File: config.mk
export PLATFORM = sky130hd
export DESIGN_NAME = snitch_hwpe_ctrl_arbiter
export DESIGN_NICKNAME = d
export VERILOG_FILES = /design/src/rtl/snitch_hwpe_ctrl_pkg.sv /design/src/rtl/snitch_hwpe_ctrl_rr_arb.sv /design/src/rtl/snitch_hwpe_ctrl_arbiter.sv
export SDC_FILE = /design/constraint.sdc
export NUM_CORES = 1
export LEC_CHECK = 0
export BUFFER_PORTS_ARGS = -buffer_cell sky130_fd_sc_hd__buf_4
export CELL_PAD_IN_SITES_DETAIL_PLACEMENT = 2
export CELL_PAD_IN_SITES_GLOBAL_PLACEMENT = 2
export CORE_AREA = 2 2 288 290
export DETAILED_ROUTE_END_ITERATION = 8
export DIE_AREA = 0 0 290 292
export PLACE_DENSITY_LB_ADDON = 0.1
export SYNTH_ARGS = -nofsm -noshare
export SYNTH_HDL_FRONTEND = slang
export SYNTH_SLANG_ARGS = --single-unit
File: constraint.sdc
create_clock -name clk_i -period 5 [get_ports clk_i]
set_input_delay 1.5 -clock clk_i [delete_from_list [all_inputs] [get_ports clk_i]]
set_output_delay 1.5 -clock clk_i [all_outputs]
set_load 0.02 [all_outputs]
File: src/rtl/snitch_hwpe_ctrl_pkg.sv
// Shared types and default widths for the HWPE control-port arbiter.
package snitch_hwpe_ctrl_pkg;

    typedef enum logic [1:0] {
        StIdle = 2'd0,
        StReq  = 2'd1,
        StResp = 2'd2
    } state_e;

    localparam int unsigned DefaultNrCores       = 8;
    localparam int unsigned DefaultAddrWidth     = 32;
    localparam int unsigned DefaultDataWidth     = 32;
    localparam int unsigned DefaultIdWidth       = 8;
    localparam int unsigned DefaultTimeoutCycles = 1024;

endpackage

File: src/rtl/snitch_hwpe_ctrl_rr_arb.sv
// Round-robin selector: first requester at or after the pointer, wrapping at NrCores-1.
module snitch_hwpe_ctrl_rr_arb
    import snitch_hwpe_ctrl_pkg::*;
#(
    parameter  int unsigned NrCores  = DefaultNrCores,
    localparam int unsigned IdxWidth = $clog2(NrCores)
) (
    input  logic [NrCores-1:0]  req_i,
    input  logic [IdxWidth-1:0] ptr_i,
    output logic [NrCores-1:0]  gnt_o,
    output logic [IdxWidth-1:0] idx_o,
    output logic                valid_o
);

    logic [IdxWidth-1:0] cand;

    // Scan NrCores positions starting from the pointer; the first hit wins.
    always_comb begin
        gnt_o   = '0;
        idx_o   = '0;
        valid_o = 1'b0;
        cand    = '0;
        for (int unsigned i = 0; i < NrCores; i++) begin
            cand = IdxWidth'((32'(ptr_i) + i) % NrCores);
            if (!valid_o && req_i[cand]) begin
                gnt_o[cand] = 1'b1;
                idx_o       = cand;
                valid_o     = 1'b1;
            end
        end
    end

endmodule

File: src/rtl/snitch_hwpe_ctrl_arbiter.sv
// Serialises core accesses onto a single HWPE control port, one transaction in flight.
// Optional response watchdog: define SNITCH_HWPE_CTRL_TIMEOUT_EN.
module snitch_hwpe_ctrl_arbiter
    import snitch_hwpe_ctrl_pkg::*;
#(
    parameter int unsigned NrCores       = DefaultNrCores,
    parameter int unsigned AddrWidth     = DefaultAddrWidth,
    parameter int unsigned DataWidth     = DefaultDataWidth,
    parameter int unsigned IdWidth       = DefaultIdWidth,
    parameter int unsigned TimeoutCycles = DefaultTimeoutCycles
) (
    input  logic                   clk_i,
    input  logic                   rst_i,
    input  logic [NrCores-1:0]     core_q_valid_i,
    output logic [NrCores-1:0]     core_q_ready_o,
    input  logic [AddrWidth-1:0]   core_q_addr_i [NrCores],
    input  logic [NrCores-1:0]     core_q_write_i,
    input  logic [DataWidth/8-1:0] core_q_strb_i [NrCores],
    input  logic [DataWidth-1:0]   core_q_data_i [NrCores],
    output logic [NrCores-1:0]     core_p_valid_o,
    output logic [DataWidth-1:0]   core_p_data_o,
    output logic                   core_p_error_o,
    output logic                   periph_req_o,
    input  logic                   periph_gnt_i,
    output logic [AddrWidth-1:0]   periph_add_o,
    output logic                   periph_wen_o,
    output logic [DataWidth/8-1:0] periph_be_o,
    output logic [DataWidth-1:0]   periph_data_o,
    output logic [IdWidth-1:0]     periph_id_o,
    input  logic                   periph_r_valid_i,
    input  logic [DataWidth-1:0]   periph_r_data_i,
    input  logic [IdWidth-1:0]     periph_r_id_i,
    output logic                   busy_o
);

    localparam int unsigned IdxWidth = $clog2(NrCores);
    localparam logic [IdxWidth-1:0] LastIdx = IdxWidth'(NrCores - 1);

    // Reject configurations the owner-ID encoding or watchdog cannot support.
    if (NrCores < 2 || NrCores > 16 || IdWidth < IdxWidth || TimeoutCycles < 1) begin : gen_bad_cfg
        $error("snitch_hwpe_ctrl_arbiter: unsupported parameter combination");
    end

    state_e                 state_q, state_d;
    logic [IdxWidth-1:0]    ptr_q, ptr_d;
    logic [IdxWidth-1:0]    owner_q, owner_d;
    logic [AddrWidth-1:0]   addr_q, addr_d;
    logic                   write_q, write_d;
    logic [DataWidth/8-1:0] strb_q, strb_d;
    logic [DataWidth-1:0]   wdata_q, wdata_d;
    logic [DataWidth-1:0]   rdata_q, rdata_d;
    logic                   pulse_q, pulse_d;

    logic [NrCores-1:0]     arb_gnt;
    logic [IdxWidth-1:0]    arb_idx;
    logic                   arb_valid;
    logic                   resp_match;

`ifdef SNITCH_HWPE_CTRL_TIMEOUT_EN
    localparam int unsigned CntWidth = $clog2(TimeoutCycles + 1);
    logic [CntWidth-1:0] cnt_q, cnt_d;
    logic                err_q, err_d;
`endif

    snitch_hwpe_ctrl_rr_arb #(
        .NrCores (NrCores)
    ) i_rr_arb (
        .req_i   (core_q_valid_i),
        .ptr_i   (ptr_q),
        .gnt_o   (arb_gnt),
        .idx_o   (arb_idx),
        .valid_o (arb_valid)
    );

    assign resp_match = periph_r_valid_i && (periph_r_id_i == IdWidth'(owner_q));

    // Next-state logic: accept in IDLE, hold request until grant, wait for matching response.
    always_comb begin
        state_d = state_q;
        ptr_d   = ptr_q;
        owner_d = owner_q;
        addr_d  = addr_q;
        write_d = write_q;
        strb_d  = strb_q;
        wdata_d = wdata_q;
        rdata_d = rdata_q;
        pulse_d = 1'b0;
`ifdef SNITCH_HWPE_CTRL_TIMEOUT_EN
        cnt_d   = cnt_q;
        err_d   = 1'b0;
`endif
        unique case (state_q)
            StIdle: begin
                if (arb_valid) begin
                    state_d = StReq;
                    owner_d = arb_idx;
                    addr_d  = core_q_addr_i[arb_idx];
                    write_d = core_q_write_i[arb_idx];
                    strb_d  = core_q_strb_i[arb_idx];
                    wdata_d = core_q_data_i[arb_idx];
                    ptr_d   = (arb_idx == LastIdx) ? '0 : arb_idx + 1'b1;
                end
            end
            StReq: begin
                if (periph_gnt_i) begin
                    state_d = StResp;
`ifdef SNITCH_HWPE_CTRL_TIMEOUT_EN
                    cnt_d   = '0;
`endif
                end
            end
            StResp: begin
                if (resp_match) begin
                    state_d = StIdle;
                    rdata_d = periph_r_data_i;
                    pulse_d = 1'b1;
                end
`ifdef SNITCH_HWPE_CTRL_TIMEOUT_EN
                else if (cnt_q == CntWidth'(TimeoutCycles - 1)) begin
                    state_d = StIdle;
                    rdata_d = '0;
                    pulse_d = 1'b1;
                    err_d   = 1'b1;
                end else begin
                    cnt_d = cnt_q + 1'b1;
                end
`endif
            end
            default: state_d = StIdle;
        endcase
    end

    // State and payload registers with synchronous reset.
    always_ff @(posedge clk_i) begin
        if (rst_i) begin
            state_q <= StIdle;
            ptr_q   <= '0;
            owner_q <= '0;
            addr_q  <= '0;
            write_q <= 1'b0;
            strb_q  <= '0;
            wdata_q <= '0;
            rdata_q <= '0;
            pulse_q <= 1'b0;
`ifdef SNITCH_HWPE_CTRL_TIMEOUT_EN
            cnt_q   <= '0;
            err_q   <= 1'b0;
`endif
        end else begin
            state_q <= state_d;
            ptr_q   <= ptr_d;
            owner_q <= owner_d;
            addr_q  <= addr_d;
            write_q <= write_d;
            strb_q  <= strb_d;
            wdata_q <= wdata_d;
            rdata_q <= rdata_d;
            pulse_q <= pulse_d;
`ifdef SNITCH_HWPE_CTRL_TIMEOUT_EN
            cnt_q   <= cnt_d;
            err_q   <= err_d;
`endif
        end
    end

    // Output decode; wen is gated so the idle/reset view of the port is all-zero.
    always_comb begin
        core_q_ready_o = (state_q == StIdle && !rst_i) ? arb_gnt : '0;
        periph_req_o   = (state_q == StReq);
        periph_add_o   = addr_q;
        periph_wen_o   = (state_q == StReq) ? ~write_q : 1'b0;
        periph_be_o    = strb_q;
        periph_data_o  = wdata_q;
        periph_id_o    = IdWidth'(owner_q);
        core_p_valid_o = pulse_q ? ({{(NrCores - 1){1'b0}}, 1'b1} << owner_q) : '0;
        core_p_data_o  = rdata_q;
`ifdef SNITCH_HWPE_CTRL_TIMEOUT_EN
        core_p_error_o = err_q;
`else
        core_p_error_o = 1'b0;
`endif
        busy_o         = (state_q != StIdle);
    end

endmodule

* Word level (Yosys, flattened, before mapping) *
Index checks and enable logic that the tools add are counted.

operators by class
  muxes and demuxes = 76
  shift-type cells = 1
  eq/ne operators = 7
  reductions and logical operators = 31
  bitwise gates (word level) = 10
  add/sub/neg operators = 8
  order comparisons = 18

operators with widths
  kind                                                         count
  binary-select mux 32 bit (select 3 bit)                      2
  two-way mux 32 bit                                           4
  two-way mux 8 bit                                            10
  bitwise OR 8 bit                                             7
  less-than comparator 3 x 4 -> 1 bit (second input constant)  9
  binary-select mux 1 bit (select 3 bit)                       9
  two-way mux 1 bit                                            27
  two-way mux 3 bit                                            9
  demux 1 bit (select 3 bit)                                   8
  >= comparator 3 x 1 -> 1 bit (second input constant)         8
  logical AND 1 bit                                            17
  adder 3 bit (second input constant)                          4
  binary-select mux 4 bit (select 3 bit)                       1
  equality test 8 x 3 -> 1 bit                                 1
  zero test 1 bit                                              8
  two-way mux 4 bit                                            2
  << shifter 1 x 3 -> 8 bit (first input constant)             1
  adder 3 x 1 -> 3 bit (second input constant)                 2
  adder 3 x 2 -> 3 bit (second input constant)                 2
  two-way mux 2 bit                                            3
  case mux 2 bit (3 select lines)                              1
  >= comparator 4 bit (second input constant)                  1
  inequality test 2 bit (second input constant)                2
  NOT 3 -> 4 bit                                               1
  10 further kinds                                             12

storage, ports and cells
  bits of input ports = 604
  flip-flop bits (word level) = 110
  logic and storage cells = 160
  output and inout port bits = 128

* Depth between registers and ports, before layout *
  depth in word-level cells = 28
  mapped depth = 20
  depth with buffers taken out = 14

* Modules after synthesis *
From an unflattened synthesis, not the netlist that was laid out.

unflattened totals
  cells, all modules = 875
  area, all modules = 9,436.6 sq um

modules (own cells, without submodules)
  module                    instances  seq. area each (sq um)  cells an instance  area each (sq um)
  snitch_hwpe_ctrl_arbiter  1          2,202.1                 699                7,870.0
  snitch_hwpe_ctrl_rr_arb   1          0.0                     176                1,566.5

* Worst setup path before layout *
OpenSTA, ideal clock, no wires.

  kind = input-to-output
  from = in core_q_valid_i[6]
  to = out core_q_ready_o[5]
  stages = 9
  buffers on the path = 0
  arrival = 4,077 ps
  path slack = -577 ps
  required time = 3,500 ps
  path through = mux4_1 mux2i_2 nand3_2 or4_1 o21ai_0 nand2_1 mux2i_1 nor2_1 a211oi_1

on the way
  cells in the longest elaborated chain, start to end = 25
  elaborated cells on any way between the ends = 53
  classes of those cells = 32 x mux; 7 x bitwise; 14 x reduce/logical

ends and longest elaborated chain
  element                                  RTL line                         text
  start: declaration                       snitch_hwpe_ctrl_arbiter.sv:14   input logic [NrCores-1:0] core_q_valid_i,
  binary-select mux 1 bit (select 3 bit)   snitch_hwpe_ctrl_rr_arb.sv:25    if (!valid_o && req_i[cand]) begin
  two-way mux 1 bit (implied by the code)  snitch_hwpe_ctrl_rr_arb.sv:25
  two-way mux 1 bit                        snitch_hwpe_ctrl_rr_arb.sv:25
  zero test 1 bit                          snitch_hwpe_ctrl_rr_arb.sv:25
  logical AND 1 bit                        snitch_hwpe_ctrl_rr_arb.sv:25
  two-way mux 1 bit                        snitch_hwpe_ctrl_rr_arb.sv:25
  zero test 1 bit                          snitch_hwpe_ctrl_rr_arb.sv:25
  logical AND 1 bit                        snitch_hwpe_ctrl_rr_arb.sv:25
  [9 not listed]                           -
  two-way mux 1 bit                        snitch_hwpe_ctrl_rr_arb.sv:25
  zero test 1 bit                          snitch_hwpe_ctrl_rr_arb.sv:25
  logical AND 1 bit                        snitch_hwpe_ctrl_rr_arb.sv:25
  two-way mux 1 bit                        snitch_hwpe_ctrl_rr_arb.sv:25
  zero test 1 bit                          snitch_hwpe_ctrl_rr_arb.sv:25
  logical AND 1 bit                        snitch_hwpe_ctrl_rr_arb.sv:25
  two-way mux 8 bit (*)                    snitch_hwpe_ctrl_rr_arb.sv:25
  two-way mux 8 bit (*)                    snitch_hwpe_ctrl_arbiter.sv:168  core_q_ready_o = (state_q == StIdle && !rst_i) ? arb_gnt : '0;
  end: declaration                         snitch_hwpe_ctrl_arbiter.sv:15   output logic [NrCores-1:0] core_q_ready_o,

Every way passes the cells marked *; elsewhere a longest branch is shown, timed or not. The select of a mux whose other input is x is not followed.

* Final worst setup path *
  from = in core_q_valid_i[2]
  to = out core_q_ready_o[7]

Same word-level chain as after synthesis.

==> impl_results.md <==
* Status: finished, violations left
* Failing checks: setup timing
* Final WS setup at -431 ps
* Async set-reset flop share out of synthesis at 0%
* Slew HR at 55.6%
* Worst Max-Slew Pin Slew at 667 ps
* Post-Synth Adder-Cell Area at 1.04%
* Max Fanout on Critical Path at 7
* # setup viols final at 8
* DRT antenna net count at 0
* Area of the core at 81600 sq um
* IO Pins at 732
* CP endpoint kind: output pin
* Synth warn at 0
* Synthesized-area fraction occupied by and/or/nand/nor cells at 23.4%
* RR Endpoint: periph_add_o[24]
* Hold Path Origin: periph_data_o[21]
* Vias per cell at 4.19
* #FFs+latches synth at 110
* Clock network power share at 8.1%
* Initial Utilization at 11.8%
* Register area share after synthesis at 22.9%
* Die Height at 292 microns
* Met1 Track Usage GR at 18.9%
* R2R Path Start: ptr_q[1]
* Tot GR Track Use at 17.6%
* Mux cell area share after synthesis at 19.4%
* Die extent in x at 290 microns
* Sequential Power Share at 12.3%
* Largest family of logic cells by synthesized area: compound AO/OA/AOI/OAI gates
* Clock skew at 18.3 ps
* Count of clock tree sinks at 110
* Pint at 0.00525 W
* Global-route track usage on met3 at 6.43%
* CTS clk-pin slew, worst paths at 90 ps
* Min Hold Slack at 509 ps
* Final Cell Area at 17700 sq um
* H-tree levels at 3
* Grt ovf at 0
* Dpl cell area at 17300 sq um
* DR pass1 iterations at 5
* Largest net degree at the start of global routing at 111
* Min Tclk post-route at 5430 ps
* Via count at 13.0k
* Worst EP required at 3500 ps
* Post-DP HPWL at 63400 microns
* Cell taking the most area after synthesis: dfxtp_1
* Logic pwr share at 79.5%
* Synth Instances at 1254
* Reg2reg path depth at 18
* Met2 usage at 32.5%
* Peak supply drop at 0.284 mV
* Crit path launch type: primary input
* Post-synth top area share at 22.9%
* Fin util at 21.7%
* DR iter-0 viols at 368
* Compound-gate portion of the synthesized area at 25.4%
* Top Usage Layer GRT: met2
* RePlAce Congestion at 0.818
* R2R setup slack at 370 ps
* PD cells at 599 nW/um^2
* Syn_area_per_cell at 7.67 sq um
* FMAX at 0.184 GHz
* Post-synth EDFFs at 0
* Switching Share at 50.5%
* # port buffers at 725
* Final Max Tran Viols at 0
* CTS buffer count at 9
* Hold Path Cell Cnt at 2
* Worst EP arrival at 3930 ps
* CTS Buffer Depth at 2
* Unrepaired setup endpoints after global routing: true
* Full die area at 84700 sq um
* Total Wirelength at 76800 microns
* Commonest non-fill, non-tap cell in the layout: buf_4
* Initial antenna violation count at 20
* Primary FF master, synth: dfxtp_1
* Clk root buf: clkbuf_16
* Number of cell rows at 105
* Synthesis-to-finish area growth at 84.3%
* XOR/XNOR Fraction of Synth Area at 0.455%
* WL/cell at 24.8 microns
* Hold Crit Class: flop to flop
* WHS Endpoint: periph_data_o[21]
* Largest cells by area after synthesis: dfxtp_1 23%, nand2_1 13%, mux2i_1 9.5%
* Commonest non-fill, non-tap cells in the layout: 831 x buf_4, 345 x nand2_1, 110 x dfxtp_1, 89 x nor2_1, 88 x mux2i_1
* Period utilisation layout at 109%
* Final hold viol count at 0
* Layout cell share with drive strength beyond 1 at 48.9%
* Switching power at 0.00537 W
* Leak at 7.79 nW
* Max-cap violations at 0
* Setup CP Type: primary input to output pin
* Nets at 2626
* CTS tree: done
* Vias in the first global route at 14.4k
* Later-pin clock latency in the skew report at 410 ps
* Mapped cell area at 9620 sq um
* # DRC at 0
* First-pass GRT wire length at 108000 microns
* Distinct cells, synth at 63
## worst max-delay path, stage by stage
cell and delay (ps):
buf_8 110, mux4_2 560, mux2i_4 220, a32oi_4 140
or4_4 550, o21ai_2 140, nand2_2 90, mux2i_1 200
nor2_1 80, a211oi_2 160, buf_4 170
## kinds of logic (layout without fill, tap and decap cells)
kind of cell / after synthesis / in the layout
AOI/OAI and AO/OA: 299 / 299
xor gates and xnor gates: 5 / 5
adders and majority gates: 8 / 8
buffers and inverters: 149 / 909
DFF: 110 / 110
muxes: 145 / 145
other: 1 / 15
and+or+nand+nor: 537 / 537
## power groups by stage
| stage | combinational [W] | clock, W | sequential [W] |
|---|---|---|---|
| after floorplan | 0.00425 | 0 | 0.00157 |
| final | 0.00845 | 0.000865 | 0.00131 |
| after global routing | 0.00920 | 0.000960 | 0.00135 |
| after CTS | 0.00871 | 0.000934 | 0.00132 |
| after detailed placement | 0.00863 | 0 | 0.00133 |
| after global placement | 0.00855 | 0 | 0.00132 |
## state kept, by name, indices dropped and copies added, names as in the netlist
| signal | count |
|---|---|
| periph_be_o | 4 |
| ptr_q | 3 |
| state_q | 2 |
| pulse_q | 1 |
| write_q | 1 |
| periph_data_o | 32 |
| periph_add_o | 32 |
| core_p_data_o | 32 |
| owner_q | 3 |
## timing repair
| action | 4_1_cts | 5_1_grt |
|---|---|---|
| setup endpoints to repair | 8 | 8 |
| resized for setup | 26 | 4 |
| setup buffers | 0 | 1 |
| hold buffers | 0 | 0 |
| pin swaps | 6 | 4 |
## per-layer routing
layer	up-vias	wire [microns]
met3	60	6060
met5	-	103
met2	462	39900
met4	16	1350
li1	6104	-
met1	6325	29400
## how the worst max path moves through the flow
| stage | cells past startpoint | slack (ps) | end | from |
|---|---|---|---|---|
| 2_1_floorplan | 9 | -220 | core_q_ready_o[5] | core_q_valid_i[6] |
| 3_3_place_gp | 13 | -590 | core_q_ready_o[3] | core_q_valid_i[2] |
| 3_5_place_dp | 13 | -590 | core_q_ready_o[3] | core_q_valid_i[2] |
| 4_1_cts | 11 | -450 | core_q_ready_o[5] | core_q_valid_i[2] |
| 5_1_grt | 11 | -590 | core_q_ready_o[0] | core_q_valid_i[2] |
| 6_report | 11 | -430 | core_q_ready_o[7] | core_q_valid_i[2] |
## cells in the mapped netlist (32+ instances only)
library cell and n:
o211ai_1 49, nand3_1 34, dfxtp_1 110, nor2_1 93, a32oi_1 34, o21bai_1 37, nand2_1 346, mux2i_1 91
and3_1 35, a31oi_1 34, buf_2 32, clkbuf_1 67
## layout make-up
| cell class | count | area, sq um |
|---|---|---|
| Fill cell | 9501 | 63800 |
| Multi-Input combinational cell | 1000 | 6890 |
| Timing Repair Buffer | 867 | 6860 |
| Sequential cell | 110 | 2200 |
| Tap cell | 1070 | 1340 |
| Clock buffer | 9 | 225 |
| Inverter | 26 | 105 |
| Clock inverter | 7 | 96.3 |
| Antenna cell | 9 | 22.5 |
## stage by stage
step	setup slack, ps	instances	total power [W]	TNS (ps)
CTS	-448	3088	0.0110	-3280
global placement	-588	3072	0.00988	-11620
global route	-592	3095	0.0115	-4120
finish	-431	3098	0.0106	-3120
detailed placement	-590	3072	0.00997	-12430
floorplan	-221	1259	0.00582	-1250
No activity file was read; power rests on OpenSTA's default activity.
